[config.mk]
export PLATFORM = sky130hd
export DESIGN_NAME = melody_player_flat
export DESIGN_NICKNAME = d
export VERILOG_FILES = /design/src/rtl/melody_player_if.sv /design/src/rtl/melody_player.sv /design/src/flat_wrapper.sv
export SDC_FILE = /design/constraint.sdc
export NUM_CORES = 1
export LEC_CHECK = 0
export ABC_AREA = 1
export BUFFER_PORTS_ARGS = -buffer_cell sky130_fd_sc_hd__buf_2
export CORE_UTILIZATION = 50
export DETAILED_ROUTE_END_ITERATION = 8
export PLACE_DENSITY_LB_ADDON = 0.25
export SLEW_MARGIN = 0
export SYNTH_ARGS = -nofsm -noshare
export SYNTH_HDL_FRONTEND = slang
export SYNTH_SLANG_ARGS = --single-unit
[constraint.sdc]
create_clock -name clk -period 2.3 [get_ports clk]
set_input_delay 0.345 -clock clk [delete_from_list [all_inputs] [get_ports clk]]
set_output_delay 0.345 -clock clk [all_outputs]
set_load 0.02 [all_outputs]
[src/rtl/melody_player_if.sv]
// melody_player_if: bundles the control, song-ROM and speaker signals of the
// melody player.
//   start, stop, loop : sequencing controls (controller -> player)
//   rom_addr          : song ROM address (player -> ROM)
//   rom_data          : {half_period, dur} entry, one cycle after rom_addr
//   speaker_out       : square-wave tone
//   busy, done        : status; done is a one-cycle end-of-song pulse
// The master modport belongs to the controller/ROM side, slave to the player.
interface melody_player_if #(
  parameter int DIV_W  = 16,
  parameter int DUR_W  = 4,
  parameter int ADDR_W = 5
);
  logic                   start;
  logic                   stop;
  logic                   loop;
  logic [ADDR_W-1:0]      rom_addr;
  logic [DIV_W+DUR_W-1:0] rom_data;
  logic                   speaker_out;
  logic                   busy;
  logic                   done;

  modport master (
    output start, stop, loop, rom_data,
    input  rom_addr, speaker_out, busy, done
  );

  modport slave (
    input  start, stop, loop, rom_data,
    output rom_addr, speaker_out, busy, done
  );
endinterface

[src/rtl/melody_player.sv]
// melody_player: walks a song ROM one entry per note and drives a square wave.
//   clk  : system clock
//   rst  : asynchronous active-high reset
//   bus  : melody_player_if.slave (start/stop/loop in, rom_addr out,
//          rom_data in, speaker_out/busy/done out)
//
// state   | meaning
// --------+-----------------------------------------------------------
// S_IDLE  | stopped, silent, waiting for start
// S_FETCH | rom_addr stable, ROM read in flight
// S_LOAD  | rom_data valid; decode end marker or latch the note
// S_PLAY  | tone (or rest) sounding for dur*TICK_CYCLES-GAP_CYCLES cycles
// S_GAP   | silent articulation gap, then next entry or end of song
module melody_player #(
  parameter int DIV_W       = 16,
  parameter int DUR_W       = 4,
  parameter int ADDR_W      = 5,
  parameter int TICK_CYCLES = 750000,
  parameter int GAP_CYCLES  = 60000
) (
  input logic             clk,
  input logic             rst,
  melody_player_if.slave  bus
);

  localparam logic [2:0] S_IDLE  = 3'd0;
  localparam logic [2:0] S_FETCH = 3'd1;
  localparam logic [2:0] S_LOAD  = 3'd2;
  localparam logic [2:0] S_PLAY  = 3'd3;
  localparam logic [2:0] S_GAP   = 3'd4;

  localparam int TICK_W = (TICK_CYCLES > 1) ? $clog2(TICK_CYCLES) : 1;
  localparam logic [TICK_W-1:0] TICK_LAST = TICK_W'(TICK_CYCLES - 1);
  localparam logic [TICK_W-1:0] GAP_START = TICK_W'(GAP_CYCLES);
  localparam logic [ADDR_W-1:0] ADDR_LAST = '1;

  logic [2:0]        state;
  logic [ADDR_W-1:0] rom_addr;
  logic [DIV_W-1:0]  half_period;
  logic [DIV_W-1:0]  tone_cnt;
  logic [TICK_W-1:0] tick_cnt;
  logic [DUR_W-1:0]  unit_cnt;
  logic              speaker;
  logic              done;

  logic [DIV_W-1:0]  entry_hp;
  logic [DUR_W-1:0]  entry_dur;
  logic              last_unit;
  logic              gap_begin;
  logic              note_end;

  assign entry_hp  = bus.rom_data[DIV_W+DUR_W-1:DUR_W];
  assign entry_dur = bus.rom_data[DUR_W-1:0];

  // Both timers count down across PLAY and GAP as one dur*TICK_CYCLES span;
  // the gap is the final GAP_CYCLES ticks of the last unit.
  assign last_unit = (unit_cnt == '0);
  assign gap_begin = last_unit && (tick_cnt == GAP_START);
  assign note_end  = last_unit && (tick_cnt == '0);

  assign bus.rom_addr    = rom_addr;
  assign bus.speaker_out = speaker;
  assign bus.busy        = (state != S_IDLE);
  assign bus.done        = done;

  always_ff @(posedge clk or posedge rst) begin
    if (rst) begin
      state       <= S_IDLE;
      rom_addr    <= '0;
      half_period <= '0;
      tone_cnt    <= '0;
      tick_cnt    <= '0;
      unit_cnt    <= '0;
      speaker     <= 1'b0;
      done        <= 1'b0;
    end else begin
      done <= 1'b0;
      if (state != S_IDLE && bus.stop) begin
        state   <= S_IDLE;
        speaker <= 1'b0;
      end else begin
        case (state)
          S_IDLE: begin
            if (bus.start && !bus.stop) begin
              state    <= S_FETCH;
              rom_addr <= '0;
            end
          end
          S_FETCH: state <= S_LOAD;
          S_LOAD: begin
            if (entry_dur == '0) begin
              if (bus.loop) begin
                rom_addr <= '0;
                state    <= S_FETCH;
              end else begin
                state <= S_IDLE;
                done  <= 1'b1;
              end
            end else begin
              half_period <= entry_hp;
              tone_cnt    <= '0;
              speaker     <= 1'b0;
              tick_cnt    <= TICK_LAST;
              unit_cnt    <= entry_dur - 1'b1;
              state       <= S_PLAY;
            end
          end
          S_PLAY: begin
            if (tick_cnt == '0) begin
              tick_cnt <= TICK_LAST;
              unit_cnt <= unit_cnt - 1'b1;
            end else begin
              tick_cnt <= tick_cnt - 1'b1;
            end
            if (gap_begin) begin
              state   <= S_GAP;
              speaker <= 1'b0;
            end else if (half_period != '0) begin
              if (tone_cnt == half_period - 1'b1) begin
                speaker  <= ~speaker;
                tone_cnt <= '0;
              end else begin
                tone_cnt <= tone_cnt + 1'b1;
              end
            end
          end
          S_GAP: begin
            tick_cnt <= tick_cnt - 1'b1;
            if (note_end) begin
              // Running off the top of the ROM ends the song like a marker.
              if (rom_addr == ADDR_LAST) begin
                if (bus.loop) begin
                  rom_addr <= '0;
                  state    <= S_FETCH;
                end else begin
                  state <= S_IDLE;
                  done  <= 1'b1;
                end
              end else begin
                rom_addr <= rom_addr + 1'b1;
                state    <= S_FETCH;
              end
            end
          end
          default: state <= S_IDLE;
        endcase
      end
    end
  end

endmodule

[src/flat_wrapper.sv]
// flat-port wrapper written by rule: the top's interface ports become plain ports
module melody_player_flat 
#(
  parameter int DIV_W       = 16,
  parameter int DUR_W       = 4,
  parameter int ADDR_W      = 5,
  parameter int TICK_CYCLES = 750000,
  parameter int GAP_CYCLES  = 60000
)
  (clk, rst, bus_start, bus_stop, bus_loop, bus_rom_data, bus_rom_addr, bus_speaker_out, bus_busy, bus_done);
  melody_player_if #(.DIV_W(DIV_W), .DUR_W(DUR_W), .ADDR_W(ADDR_W)) bus_i ();
  input logic clk;
  input logic rst;
  input wire logic [$bits(bus_i.start)-1:0] bus_start;
  input wire logic [$bits(bus_i.stop)-1:0] bus_stop;
  input wire logic [$bits(bus_i.loop)-1:0] bus_loop;
  input wire logic [$bits(bus_i.rom_data)-1:0] bus_rom_data;
  output wire logic [$bits(bus_i.rom_addr)-1:0] bus_rom_addr;
  output wire logic [$bits(bus_i.speaker_out)-1:0] bus_speaker_out;
  output wire logic [$bits(bus_i.busy)-1:0] bus_busy;
  output wire logic [$bits(bus_i.done)-1:0] bus_done;
  assign bus_i.start = bus_start;
  assign bus_i.stop = bus_stop;
  assign bus_i.loop = bus_loop;
  assign bus_i.rom_data = bus_rom_data;
  assign bus_rom_addr = bus_i.rom_addr;
  assign bus_speaker_out = bus_i.speaker_out;
  assign bus_busy = bus_i.busy;
  assign bus_done = bus_i.done;
  melody_player #(.DIV_W(DIV_W), .DUR_W(DUR_W), .ADDR_W(ADDR_W), .TICK_CYCLES(TICK_CYCLES), .GAP_CYCLES(GAP_CYCLES)) u_core (.clk(clk), .rst(rst), .bus(bus_i));
endmodule
==> metrics list, run 1 <==
- The run finished with clean final reports.
- The core region is 0.00830 sq mm.
- Number of design rule violations left after detail routing: 0
* Final number of max-transition violations: 0
- Number of synthesized register bits: 66
* Worst setup SP type: flip-flop
- After routing, the total negative slack on setup checks comes to 0 ns.
- Reg-to-reg endpoint: u_core.tone_cnt[13]$_DFFE_PP0P_
* Worst relative slew slack: 60.4%
- Die area: 0.00904 sq mm
- The final number of hold-violating endpoints is 0.
- Required time of the critical path: 2.54 ns
- In the finished design, the share of the clock period the worst path needs comes to 88.5%.
- Setup slack on the worst reg-to-reg path comes out at 0.26 ns.
- Synth-to-layout area growth: 12.1%
* Finish-stage setup viols: 0
- Post-Syn Instances: 602
- CTS Root Buffer Type: sky130_fd_sc_hd__clkbuf_8
- Number of antenna diodes: 0
* Post-layout instance area: 0.00485 sq mm
* Power dissipated by switching net loads: 1.94 mW
* Skew-Pair Late Insertion Delay: 0.35 ns
* Height of the chip: 95.1 um
* First-pass GRT wire length: 17.1 mm
* Number of sinks driven by the clock tree: 66
* Category of the worst setup path capture point: flip-flop
- Maximum buffer depth of the clock tree: 2
- Peak supply drop: 0.000559 V
- The HPWL after detailed placement is 7.32 mm.
* Final global-route overflow total: 0
* Global placement routability congestion: 0.904
- Hold repair after CTS inserted 0 buffers.
- Number of nets with antenna violations after detailed routing: 0
- In the routed layout, each cell is associated on average with a via count of 5.39.
- Share of power burned in registers: 37.7%
- Largest driver fanout on the critical path: 17
* Transition at the pin with the smallest max-transition slack: 0.592 ns
* Top-Level Pins: 33
- Average footprint of a synthesized cell: 7.20 sq um
- The routed layout has 4051 vias.
- Critical R2R Launch: u_core.state[0]$_DFFE_PP0P_
- Combinational logic burns 38.7% of the power.
- Most common cell after layout, fill and taps aside: sky130_fd_sc_hd__nand2_1
- Post-synthesis instance area: 0.00433 sq mm
- Buffers placed on the I/O ports in this run total 32.
- Number of distinct standard cells referenced by the synthesized netlist: 36
* Total power: 4.64 mW
* Net Sw Frac: 41.8%
* Min-Delay Path Class: input pin to asynchronous set/reset pin
- For this block, the initial DRC count from the detailed router was 208.
* Via count of the first global-routing pass: 3842
- Final routed wire length divided by cell count: 13.2 um
* Max-capacitance violation count: 0
- Layout Utilization: 58.5%
- Counting every net in the synthesized netlist gives 634.
- The floorplan step set the die width to 95.1 um.
* Placement Rows: 33
- Minimum hold slack: 0.0363 ns
- Global routing used 24.6% of the available tracks across all layers.
- Worst setup path category: flip-flop to flip-flop
- Entering global routing, the biggest net connects 67 pins.
* Synthesis Warnings: 0
- Maximum achievable frequency: 491 MHz
* Commonest non-fill, non-tap cells in the layout: 114 x sky130_fd_sc_hd__nand2_1, 90 x sky130_fd_sc_hd__nor2_1, 79 x sky130_fd_sc_hd__inv_1, 66 x sky130_fd_sc_hd__dfrtp_1, 42 x sky130_fd_sc_hd__o21ai_0
- R2R depth: 12
- Starting Density: 52.2%
- Aggregate routed wire length: 9.95 mm
- Counting the buffers created by CTS gives 9.
- Number of nets in the layout: 674
- Post-CTS Setup Repair Bufs: 0
- The first TritonRoute pass finished after 5 iterations.
* Clock network fraction of design power: 23.6%
* Min Clock Period, post-route: 2.04 ns
- Summed over all cells, the static leakage comes to 2.33 nW.
* Skew final: 0.0166 ns
- The H-tree generated during clock tree synthesis spans 3 levels.
- Setup repair after global routing left no endpoint under its margin.
- Cell Int Power: 2.70 mW
* Layout fillers: 763
- Clock tree from TritonCTS: done
- Clock slew seen by the registers of the worst setup and hold paths: 0.09 ns
* Initial antenna violation count: 0
- Ratio of total power to cell area: 956 mW/mm^2
- CP Data Arrival Time: 2.28 ns
- The placed instances occupy a cell area of 0.00463 sq mm.
* Share of final-layout standard cells stronger than drive strength 1: 14.8%
- Sequential elements use 38.1% of the synthesized area.
-- how the worst max path moves through the flow --
| stage | startpoint | to | slack (ns) |
|---|---|---|---|
| 2_1_floorplan | rst | u_core.bus.done$_DFF_PP0_ | 0.30 |
| 3_3_place_gp | u_core.half_period[0]$_DFFE_PP0P_ | u_core.tone_cnt[14]$_DFFE_PP0P_ | 0.30 |
| 3_5_place_dp | u_core.half_period[0]$_DFFE_PP0P_ | u_core.tone_cnt[14]$_DFFE_PP0P_ | 0.24 |
| 4_1_cts | u_core.half_period[0]$_DFFE_PP0P_ | u_core.tone_cnt[2]$_DFFE_PP0P_ | 0.21 |
| 5_1_grt | u_core.half_period[0]$_DFFE_PP0P_ | u_core.tone_cnt[2]$_DFFE_PP0P_ | 0.02 |
| 6_report | u_core.state[0]$_DFFE_PP0P_ | u_core.tone_cnt[13]$_DFFE_PP0P_ | 0.26 |
-- final cells by class --
cell class | count | area (sq um) | area share [%]
Clock inverter | 7 | 93.8 | 1.93
Inverter | 88 | 333 | 6.86
Multi-Input combinational cell | 439 | 2300 | 47.4
Clock buffer | 9 | 124 | 2.55
Sequential cell | 66 | 1650 | 34.0
Tap cell | 105 | 131 | 2.71
Timing Repair Buffer | 38 | 218 | 4.48
-- timing repair --
item,in CTS,in global routing
endpoints found under the hold margin,0,0
endpoints found under the setup margin,0,12
gates resized for setup,0,3
-- layer usage --
metal,wire [um],vias up,global-route usage (%)
li1,-,2030,-
met1,4410,1883,30.0
met2,4830,123,42.3
met3,523,15,5.42
met4,188,0,9.09
met5,0,-,0
-- cell usage after synthesis (all sizes together) --
master	count	area (sq um)
a32oi	1	8.76
nor4	2	12.5
xnor2	8	70.1
inv	87	329
dfrtp	66	1650
or2	2	12.5
nor2	103	435
o31ai	1	7.51
o21a	1	8.76
nand3b	5	37.5
o21ai	45	225
nor3	17	90.1
ha	7	87.6
a31oi	5	31.3
xor2	18	158
nand2	120	485
and3	10	62.6
clkinv	1	3.75
nand3	40	200
nand4	21	131
o21bai	1	7.51
o211ai	2	15.0
buf	9	53.8
mux2	9	101
a21oi	21	105
-- power by group through the flow --
stage                     Sequential (mW)  Combinational [mW]  Clock [mW]
after CTS                            1.75                1.79        1.12
after global routing                 1.79                2.03        1.17
after detailed placement             1.77                1.77           0
after floorplan                      1.70                1.39           0
after global placement               1.77                1.73           0
final                                1.75                1.80        1.09
-- per-stage QoR --
| step | setup WS [ns] | cells |
|---|---|---|
| detailed placement | 0.242 | 736 |
| floorplan | 0.300 | 602 |
| finish | 0.264 | 752 |
| global route | 0.0204 | 752 |
| global placement | 0.303 | 736 |
| CTS | 0.207 | 752 |
-- worst max-delay path, cell delays in order, from the launching register on --
cell	delay, ns
sky130_fd_sc_hd__dfrtp_1	0.39
sky130_fd_sc_hd__inv_2	0.08
sky130_fd_sc_hd__nand2_1	0.11
sky130_fd_sc_hd__nor2_2	0.15
sky130_fd_sc_hd__nor2_1	0.12
sky130_fd_sc_hd__nor2_1	0.15
sky130_fd_sc_hd__nand2_1	0.11
sky130_fd_sc_hd__nor2_2	0.13
sky130_fd_sc_hd__nand2_4	0.11
sky130_fd_sc_hd__inv_4	0.18
sky130_fd_sc_hd__nand4_1	0.16
sky130_fd_sc_hd__o21ai_1	0.18
sky130_fd_sc_hd__nor2_1	0.05
-- sequential cells by signal, indices dropped and copies added (netlist names) --
name,count
u_core.bus.rom_addr,5
u_core.bus.speaker_out,1
u_core.tone_cnt,16
u_core.unit_cnt,4
u_core.half_period,16
u_core.tick_cnt,20
u_core.state,3
u_core.bus.done,1
-- kinds of logic (layout without fill, tap and decap cells) --
logic type,Yosys count,in the layout,synth area share (%)
XOR/XNOR,26,26,5.26
flip-flops,66,66,38.1
adder cells (fa/ha/maj),7,7,2.02
AO/OA/AOI/OAI,77,77,9.45
buffers and inverters,97,142,8.93
multiplexers,9,9,2.34
AND/OR/NAND/NOR,320,320,33.9
No activity file was read; power rests on OpenSTA's default activity.
==> run 2, diff against run 1 <==
==> constraint.sdc (replaced) <==
create_clock -name clk -period 1.9 [get_ports clk]
set_input_delay 0.285 -clock clk [delete_from_list [all_inputs] [get_ports clk]]
set_output_delay 0.285 -clock clk [all_outputs]
set_load 0.02 [all_outputs]
==> run 2 against run 1 <==
The run now ends with setup timing left. Non-clock buffer count up 52. Global-route usage up 1.3 points. Count of clock-buffer cells in the layout up 1. Via count up 6.1%. Critical path depth unchanged. Register-to-register slack worse by 0.32 ns. Power up 37%. Combinational power up 58%. Routed wire length up 14%. Critical endpoint is now u_core.tone_cnt[14]$_DFFE_PP0P_.
==> metrics list, run 2 (same netlist as run 1, synthesis figures left out) <==
- Outcome: finished with violations (was finished clean)
- The checks that failed: setup timing.
* DR iter-0 viols: 163 (was 208)
- The final clock period utilization by the worst path is 103% (was 88.5%).
- The critical path capture point type is a flip-flop (unchanged).
- Number of design rule violations left after detail routing: 0 (unchanged)
* Total vias in the final route: 4297 (was 4051)
- R2R depth: 12 (unchanged)
* Register-to-Register Setup Slack: -0.06 ns (was 0.26 ns)
- CTS Root Buffer Type: sky130_fd_sc_hd__clkbuf_8 (unchanged)
- Most flop-heavy register: u_core.tick_cnt (unchanged)
- The weighted congestion at the end of routability-driven global placement was 0.939 (was 0.904).
- The cell type with the highest occurrence count on the critical path was sky130_fd_sc_hd__nand2_4 (was sky130_fd_sc_hd__nor2_1).
- The highest fanout seen on the critical path was 7 (was 17).
- CTS Buf Count: 9 (unchanged)
* Max incr delay on CP: 0.48 ns (was 0.39 ns)
- Top Registers: u_core.tick_cnt: 20 flops, u_core.half_period: 16 flops, u_core.tone_cnt: 16 flops (unchanged).
- The sequential cell area in the final layout came to 0.00166 sq mm (was 0.00165 sq mm).
- The via count normalized by instance count came to 5.33 (was 5.39).
- Maximum achievable frequency: 511 MHz (was 491 MHz)
- Core Footprint: 0.00830 sq mm (unchanged)
- Number of antenna diodes: 0 (unchanged)
- The power per unit of standard cell area came to 1140 mW/mm^2 (was 956 mW/mm^2).
* Area taken by multi-input logic gates: 0.00252 sq mm (was 0.00230 sq mm)
- Transition at the pin with the smallest max-transition slack: 0.482 ns (was 0.592 ns)
* Number of sinks driven by the clock tree: 66 (unchanged)
- CP Data Arrival Time: 2.20 ns (was 2.28 ns)
- Maximum buffer depth of the clock tree: 2 (unchanged)
- Final routed wire length divided by cell count: 14.1 um (was 13.2 um)
* Critical path's slowest cell: sky130_fd_sc_hd__dfrtp_2 (was sky130_fd_sc_hd__dfrtp_1)
- Starting Density: 52.2% (unchanged)
- Required time of the critical path: 2.14 ns (was 2.54 ns)
- Skew-Pair Late Insertion Delay: 0.34 ns (was 0.35 ns)
* Share of final-layout standard cells stronger than drive strength 1: 29.1% (was 14.8%)
- Commonest non-fill, non-tap cells in the layout: 110 x sky130_fd_sc_hd__nand2_1, 73 x sky130_fd_sc_hd__inv_1, 70 x sky130_fd_sc_hd__nor2_1, 59 x sky130_fd_sc_hd__dfrtp_1, 51 x sky130_fd_sc_hd__buf_4 (was 114 x sky130_fd_sc_hd__nand2_1, 90 x sky130_fd_sc_hd__nor2_1, 79 x sky130_fd_sc_hd__inv_1, 66 x sky130_fd_sc_hd__dfrtp_1, 42 x sky130_fd_sc_hd__o21ai_0).
- Leakage dissipation: 2.61 nW (was 2.33 nW)
* Clock tree from TritonCTS: done (unchanged)
- Aggregate routed wire length: 11.3 mm (was 9.95 mm)
- The clock-pin slew reported for the worst setup and hold paths after clock tree synthesis was 0.08 ns (was 0.09 ns).
- Min-Delay Path Class: input pin to asynchronous set/reset pin (unchanged)
- The clock network fraction of total power was 21.4% (was 23.6%).
* Worst relative slew slack: 67.6% (was 60.4%)
- Setup repair after global routing missed its margin: yes (was no)
- The iteration count of the initial detailed-routing pass is 4 (was 5).
- The share of total power consumed by net switching is 41.2% (was 41.8%).
- The site row count is 33 (unchanged).
- The count of pins on the block boundary is 33 (unchanged).
- Placed Instance Area: 0.00489 sq mm (was 0.00463 sq mm)
- The internal power component came to 3.74 mW (was 2.70 mW).
* Worst setup path category: flip-flop to flip-flop (unchanged)
- The number of max-slew violations in the final report is 0 (unchanged).
- The total negative setup slack was -0.508 ns (was 0 ns).
* Post-layout instance area: 0.00556 sq mm (was 0.00485 sq mm)
- The chip height is 95.1 um (unchanged).
- Synth-to-layout area growth: 28.4% (was 12.1%)
- CP Cell Sequence: nor2_4 -> nand2_4 -> nor2_8 -> buf_4 -> xor2_1 -> nor2_1 -> nand2_1 -> nor2_2 -> nand2_2 -> nand2_4 -> nand2_4 -> and3_4 (was inv_2 -> nand2_1 -> nor2_2 -> nor2_1 -> nor2_1 -> nand2_1 -> nor2_2 -> nand2_4 -> inv_4 -> nand4_1 -> o21ai_1 -> nor2_1).
- The part of the power in registers came to 33.9% (was 37.7%).
- The reg-to-reg startpoint is u_core.half_period[2]$_DFFE_PP0P_ (was u_core.state[0]$_DFFE_PP0P_).
- Final global-route overflow total: 0 (unchanged)
- The endpoint of the worst-slack reg-to-reg timing path is u_core.tone_cnt[14]$_DFFE_PP0P_ (was u_core.tone_cnt[13]$_DFFE_PP0P_).
- Overall routing resource usage: 25.9% (was 24.6%)
* Min Clock Period, post-route: 1.96 ns (was 2.04 ns)
* Part of the power in combinational logic: 44.7% (was 38.7%)
- The startpoint of the worst setup timing path is u_core.half_period[2]$_DFFE_PP0P_ (was u_core.state[0]$_DFFE_PP0P_).
* H-Tree Depth: 3 (unchanged)
* Most common cell after layout, fill and taps aside: sky130_fd_sc_hd__nand2_1 (unchanged)
- The nature of the critical path startpoint is a flip-flop (unchanged).
- The final cell utilization of the core was 67.0% (was 58.5%).
- The final number of hold-violating endpoints came to 0 (unchanged).
- The fill cell total of the finished layout came to 690 (was 763).
- The number of I/O port buffers came to 32 (unchanged).
- The maximum ir drop on the vdd rail was 0.000523 V (was 0.000559 V).
- The number of global-route vias before repair was 4040 (was 3842).
- The die width is 95.1 um (unchanged).
- The number of nets in the final layout was 728 (was 674).
- The power dissipated by switching net loads was 2.62 mW (was 1.94 mW).
- PnR worst setup slack: -0.0566 ns (was 0.264 ns)
- The post-layout total power is 6.36 mW (was 4.64 mW).
* Number of nets with antenna violations after detailed routing: 0 (unchanged)
- The number of antenna violations at the first check in global routing came to 0 (unchanged).
- Max-capacitance violation count: 0 (unchanged)
- DP Wirelength: 8.00 mm (was 7.32 mm)
* Largest net degree at the start of global routing: 67 (unchanged)
* Finish-stage setup viols: 14 (was 0)
- The area of the die came to 0.00904 sq mm (unchanged).
- The flip-flop count of the largest register after layout is 20 (unchanged).
- First-pass GRT wire length: 18.1 mm (was 17.1 mm)
- The setup clock skew after layout came to 0.00793 ns (was 0.0166 ns).
- Destination of the critical timing path: u_core.tone_cnt[14]$_DFFE_PP0P_ (was u_core.tone_cnt[13]$_DFFE_PP0P_)
run 2: cell count changes in the layout (fill, tap and decap cells not counted), moves of 4 or more:
cell                      before  now
sky130_fd_sc_hd__inv_2         7   11
sky130_fd_sc_hd__nand2_1     114  110
sky130_fd_sc_hd__buf_4         5   51
sky130_fd_sc_hd__and3_1       10    5
sky130_fd_sc_hd__nor2_2       11   21
sky130_fd_sc_hd__inv_1        79   73
sky130_fd_sc_hd__dfrtp_1      66   59
sky130_fd_sc_hd__nor2_1       90   70
sky130_fd_sc_hd__dfrtp_2       0    7
sky130_fd_sc_hd__and3_4        0    5
sky130_fd_sc_hd__nand2_2       2    6
sky130_fd_sc_hd__nor2_4        1   11
sky130_fd_sc_hd__o21ai_0      42   37
run 2: metrics by stage:
step           hold WS, ns  cells  worst slack (ns)
2_1_floorplan        0.429    602            0.0388
3_3_place_gp         0.405    769            0.0360
3_5_place_dp         0.412    769           -0.0273
4_1_cts             0.0313    790           -0.0149
5_1_grt             0.0471    806            -0.148
6_report            0.0232    806           -0.0566
run 2: area by class of cell:
| type | count | area share, % |
|---|---|---|
| Clock buffer | 10 | 2.47 |
| Clock inverter | 6 | 1.62 |
| Inverter | 88 | 6.28 |
| Multi-Input combinational cell | 440 | 45.3 |
| Sequential cell | 66 | 29.8 |
| Tap cell | 105 | 2.36 |
| Timing Repair Buffer | 90 | 12.0 |
| Timing Repair inverter | 1 | 0.157 |
run 2: timing repair:
action,CTS,global route
gates cloned,1,2
pin swaps,9,22
buffers inserted,4,14
gates resized for setup,17,66
setup endpoints to repair,13,37
hold buffers,0,0
run 2: power groups by stage:
stage / logic, mW / registers [mW] / clock network (mW)
final: 2.84 / 2.16 / 1.36
after global routing: 3.16 / 2.20 / 1.46
after CTS: 2.51 / 2.11 / 1.39
after detailed placement: 2.40 / 2.11 / 0
after global placement: 2.34 / 2.09 / 0
after floorplan: 1.68 / 2.06 / 0
run 2: worst max-delay path, delay by kind of cell, from the launching register on:
kind	cells	cell delay, ns
simple gates	10	1.19
flops	1	0.48
buf+inv	1	0.13
xor+xnor	1	0.05
run 2: metal layers:
metal	track usage [%]	vias to the layer above	share of wire, %
li1	-	2144	-
met5	0	-	0
met4	8.96	0	2.1
met1	32.3	2023	43
met3	4.94	22	5.0
met2	44.5	108	50
run 2: how the worst min path moves through the flow:
stage                                         endpoint  slack, ns  cells past startpoint
CTS                 u_core.half_period[14]$_DFFE_PP0P_       0.03                      3
global route        u_core.half_period[12]$_DFFE_PP0P_       0.05                      3
finish              u_core.half_period[14]$_DFFE_PP0P_       0.02                      3
global placement    u_core.half_period[12]$_DFFE_PP0P_       0.41                      3
detailed placement  u_core.half_period[14]$_DFFE_PP0P_       0.41                      3
floorplan                    u_core.bus.done$_DFF_PP0_       0.43                      1
==> run 3, diff against run 2 <==
==> constraint.sdc (replaced) <==
create_clock -name clk -period 2.2 [get_ports clk]
set_input_delay 0.33 -clock clk [delete_from_list [all_inputs] [get_ports clk]]
set_output_delay 0.33 -clock clk [all_outputs]
set_load 0.02 [all_outputs]
==> run 3 against run 2 <==
The run now ends clean. Global-route usage decreased by 1.2 points. Clock skew up 0.0018 ns. Sequential share of layout area is 3.6 points higher. Fmax shrank 3.2%. Combinational power down 32%. Non-clock buffer count decreased by 44. Register-to-register slack improved by 0.24 ns. Routed wire length decreased by 12%. First-iteration DRC count rose by 19%. Worst setup slack improved by 0.24 ns.
==> metrics list, run 3 (same netlist as run 1, synthesis figures left out) <==
- Outcome: finished clean (was finished with violations).
* H-Tree Depth: 3 (unchanged)
- Worst setup path category: flip-flop to flip-flop (unchanged)
- Overall routing resource usage: 24.7% (was 25.9%)
- The post-detailed-routing wire length is 10.0 mm (was 11.3 mm).
- Maximum achievable frequency: 495 MHz (was 511 MHz)
- Final routed wire length divided by cell count: 13.2 um (was 14.1 um)
- Worst setup SP type: flip-flop (unchanged)
- Category of the worst setup path capture point: flip-flop (unchanged)
* Number of design rule violations left after detail routing: 0 (unchanged)
* CTS Root Buffer Type: sky130_fd_sc_hd__clkbuf_8 (unchanged)
* Commonest non-fill, non-tap cells in the layout: 114 x sky130_fd_sc_hd__nand2_1, 87 x sky130_fd_sc_hd__nor2_1, 79 x sky130_fd_sc_hd__inv_1, 66 x sky130_fd_sc_hd__dfrtp_1, 42 x sky130_fd_sc_hd__o21ai_0 (was 110 x sky130_fd_sc_hd__nand2_1, 73 x sky130_fd_sc_hd__inv_1, 70 x sky130_fd_sc_hd__nor2_1, 59 x sky130_fd_sc_hd__dfrtp_1, 51 x sky130_fd_sc_hd__buf_4)
- The minimum hold slack came to 0.210 ns (was 0.0232 ns).
* Largest register FFs: 20 (unchanged)
- Most flop-heavy register: u_core.tick_cnt (unchanged)
* Layout fillers: 773 (was 690)
* CTS Buf Count: 9 (unchanged)
- The weighted congestion at the end of routability-driven global placement was 0.875 (was 0.939).
- The number of max-slew violations in the final report was 0 (unchanged).
- The post-layout minimum cycle time came to 2.02 ns (was 1.96 ns).
* Finish-stage setup viols: 0 (was 14)
* R2R depth: 10 (was 12)
* Skew final: 0.00973 ns (was 0.00793 ns)
* Placed Instance Area: 0.00465 sq mm (was 0.00489 sq mm)
- The highest fanout seen on the critical path came to 6 (was 7).
* Count of endpoints failing hold in the final timing report: 0 (unchanged)
- The fraction of final layout cells sized beyond drive strength 1 came to 16.0% (was 29.1%).
- The via count normalized by instance count came to 5.33 (about the same).
- The final clock period utilization by the worst path came to 91.8% (was 103%).
* Maximum buffer depth of the clock tree: 2 (unchanged)
* Max-capacitance violation count: 0 (unchanged)
- The number of I/O port buffers was 32 (unchanged).
- Post-layout instance area: 0.00493 sq mm (was 0.00556 sq mm)
* Peak supply drop: 0.000610 V (was 0.000523 V)
- The data arrival time of the worst path is 2.25 ns (was 2.20 ns).
- DP Wirelength: 7.57 mm (was 8.00 mm)
* Worst relative slew slack: 60.5% (was 67.6%)
- Skew-Pair Late Insertion Delay: 0.35 ns (was 0.34 ns)
- The number of nets in the final layout was 682 (was 728).
- Final sum of negative setup slack: 0 ns (was -0.508 ns)
* Clock tree from TritonCTS: done (unchanged)
- The count of pins on the block boundary came to 33 (unchanged).
- The count of routing violations after the opening detailed-route iteration is 194 (was 163).
- Number of sinks driven by the clock tree: 66 (unchanged)
* Height of the chip: 95.1 um (unchanged)
- The area of the die was 0.00904 sq mm (unchanged).
- The site row count came to 33 (unchanged).
- Min-Delay Path Class: input pin to flip-flop (was input pin to asynchronous set/reset pin)
- Top Registers: u_core.tick_cnt: 20 flops, u_core.half_period: 16 flops, u_core.tone_cnt: 16 flops (unchanged).
- Clock slew seen by the registers of the worst setup and hold paths: 0.08 ns (about the same)
* Horiz. Die Dim: 95.1 um (unchanged)
- Via count of the first global-routing pass: 3954 (was 4040)
- Transition at the pin with the smallest max-transition slack: 0.590 ns (was 0.482 ns)
- Required time of the critical path: 2.43 ns (was 2.14 ns)
* Largest net degree at the start of global routing: 30 (was 67)
* Core Footprint: 0.00830 sq mm (unchanged)
- The count of nets left with antenna violations after detail routing came to 0 (unchanged).
* Ratio of total power to cell area: 975 mW/mm^2 (was 1140 mW/mm^2)
* First-pass GRT wire length: 17.3 mm (was 18.1 mm)
* Starting Density: 52.2% (unchanged)
* Cells on Worst Hold Path: 2
- Synth-to-layout area growth: 13.8% (was 28.4%)
- Most common cell after layout, fill and taps aside: sky130_fd_sc_hd__nand2_1 (unchanged)
- Length of the first detailed-routing pass in iterations: 5 (was 4)
- The total via count after detailed routing was 4048 (was 4297).
* Leakage dissipation: 2.35 nW (was 2.61 nW)
- Number of antenna diodes: 0 (unchanged)
- The total grt overflow was 0 (unchanged).
- Initial antenna violation count: 0 (unchanged)
[run 3: worst paths after layout]
path / startpoint / end / slack (ns)
max: u_core.state[2]$_DFFE_PP0P_ / u_core.tone_cnt[8]$_DFFE_PP0P_ / 0.18
min: bus_rom_data[19] / u_core.half_period[15]$_DFFE_PP0P_ / 0.21
max reg2reg: u_core.state[2]$_DFFE_PP0P_ / u_core.tone_cnt[8]$_DFFE_PP0P_ / 0.18
min reg2reg: u_core.unit_cnt[1]$_DFFE_PP0P_ / u_core.unit_cnt[1]$_DFFE_PP0P_ / 0.50
max in group asynchronous: rst / u_core.tone_cnt[2]$_DFFE_PP0P_ / 1.28
min in group asynchronous: rst / u_core.half_period[14]$_DFFE_PP0P_ / 0.42
[run 3: final cells by class]
class                      count  area, sq um  area share (%)
clock buffer                  10          138            2.79
multi-input combinational    439         2320            47.0
clock inverter                 6         66.3            1.34
tap                          105          131            2.66
timing repair buffer          46          285            5.79
inverter                      88          343            6.95
sequential                    66         1650            33.5
[run 3: critical path, cell delays in order, from the launching register on]
cell,delay (ns)
sky130_fd_sc_hd__dfrtp_1,0.41
sky130_fd_sc_hd__nor2_2,0.18
sky130_fd_sc_hd__nand2_1,0.15
sky130_fd_sc_hd__nor2_1,0.26
sky130_fd_sc_hd__nor2_1,0.11
sky130_fd_sc_hd__nand2_1,0.12
sky130_fd_sc_hd__nor2_2,0.07
sky130_fd_sc_hd__nand2_4,0.14
sky130_fd_sc_hd__dlymetal6s2s_1,0.22
sky130_fd_sc_hd__o21ai_0,0.09
sky130_fd_sc_hd__and3_1,0.17
[run 3: where the power goes]
part | internal (mW) | switching [mW]
logic | 0.723 | 1.19
registers | 1.50 | 0.343
clock network | 0.554 | 0.496
[run 3: metrics by stage]
step                cells  power (mW)  setup WS [ns]  utilization [%]
floorplan             602        3.23          0.215                -
global placement      739        3.66          0.201             56.0
detailed placement    739        3.71          0.151             56.0
CTS                   756        4.78          0.131             58.6
global route          760        5.19        -0.0258             59.4
finish                760        4.81          0.180             59.4
[run 3: per-layer routing]
layer,track usage (%),wire length (um)
met3,5.42,484
met2,42.3,4890
met4,8.21,160
met5,0,0
met1,30.6,4480
[run 3: timing repair]
item,CTS,global route
hold buffers,1,0
setup endpoints to repair,0,14
gates resized for setup,0,10
setup buffers,0,4
hold endpoints to repair,6,0
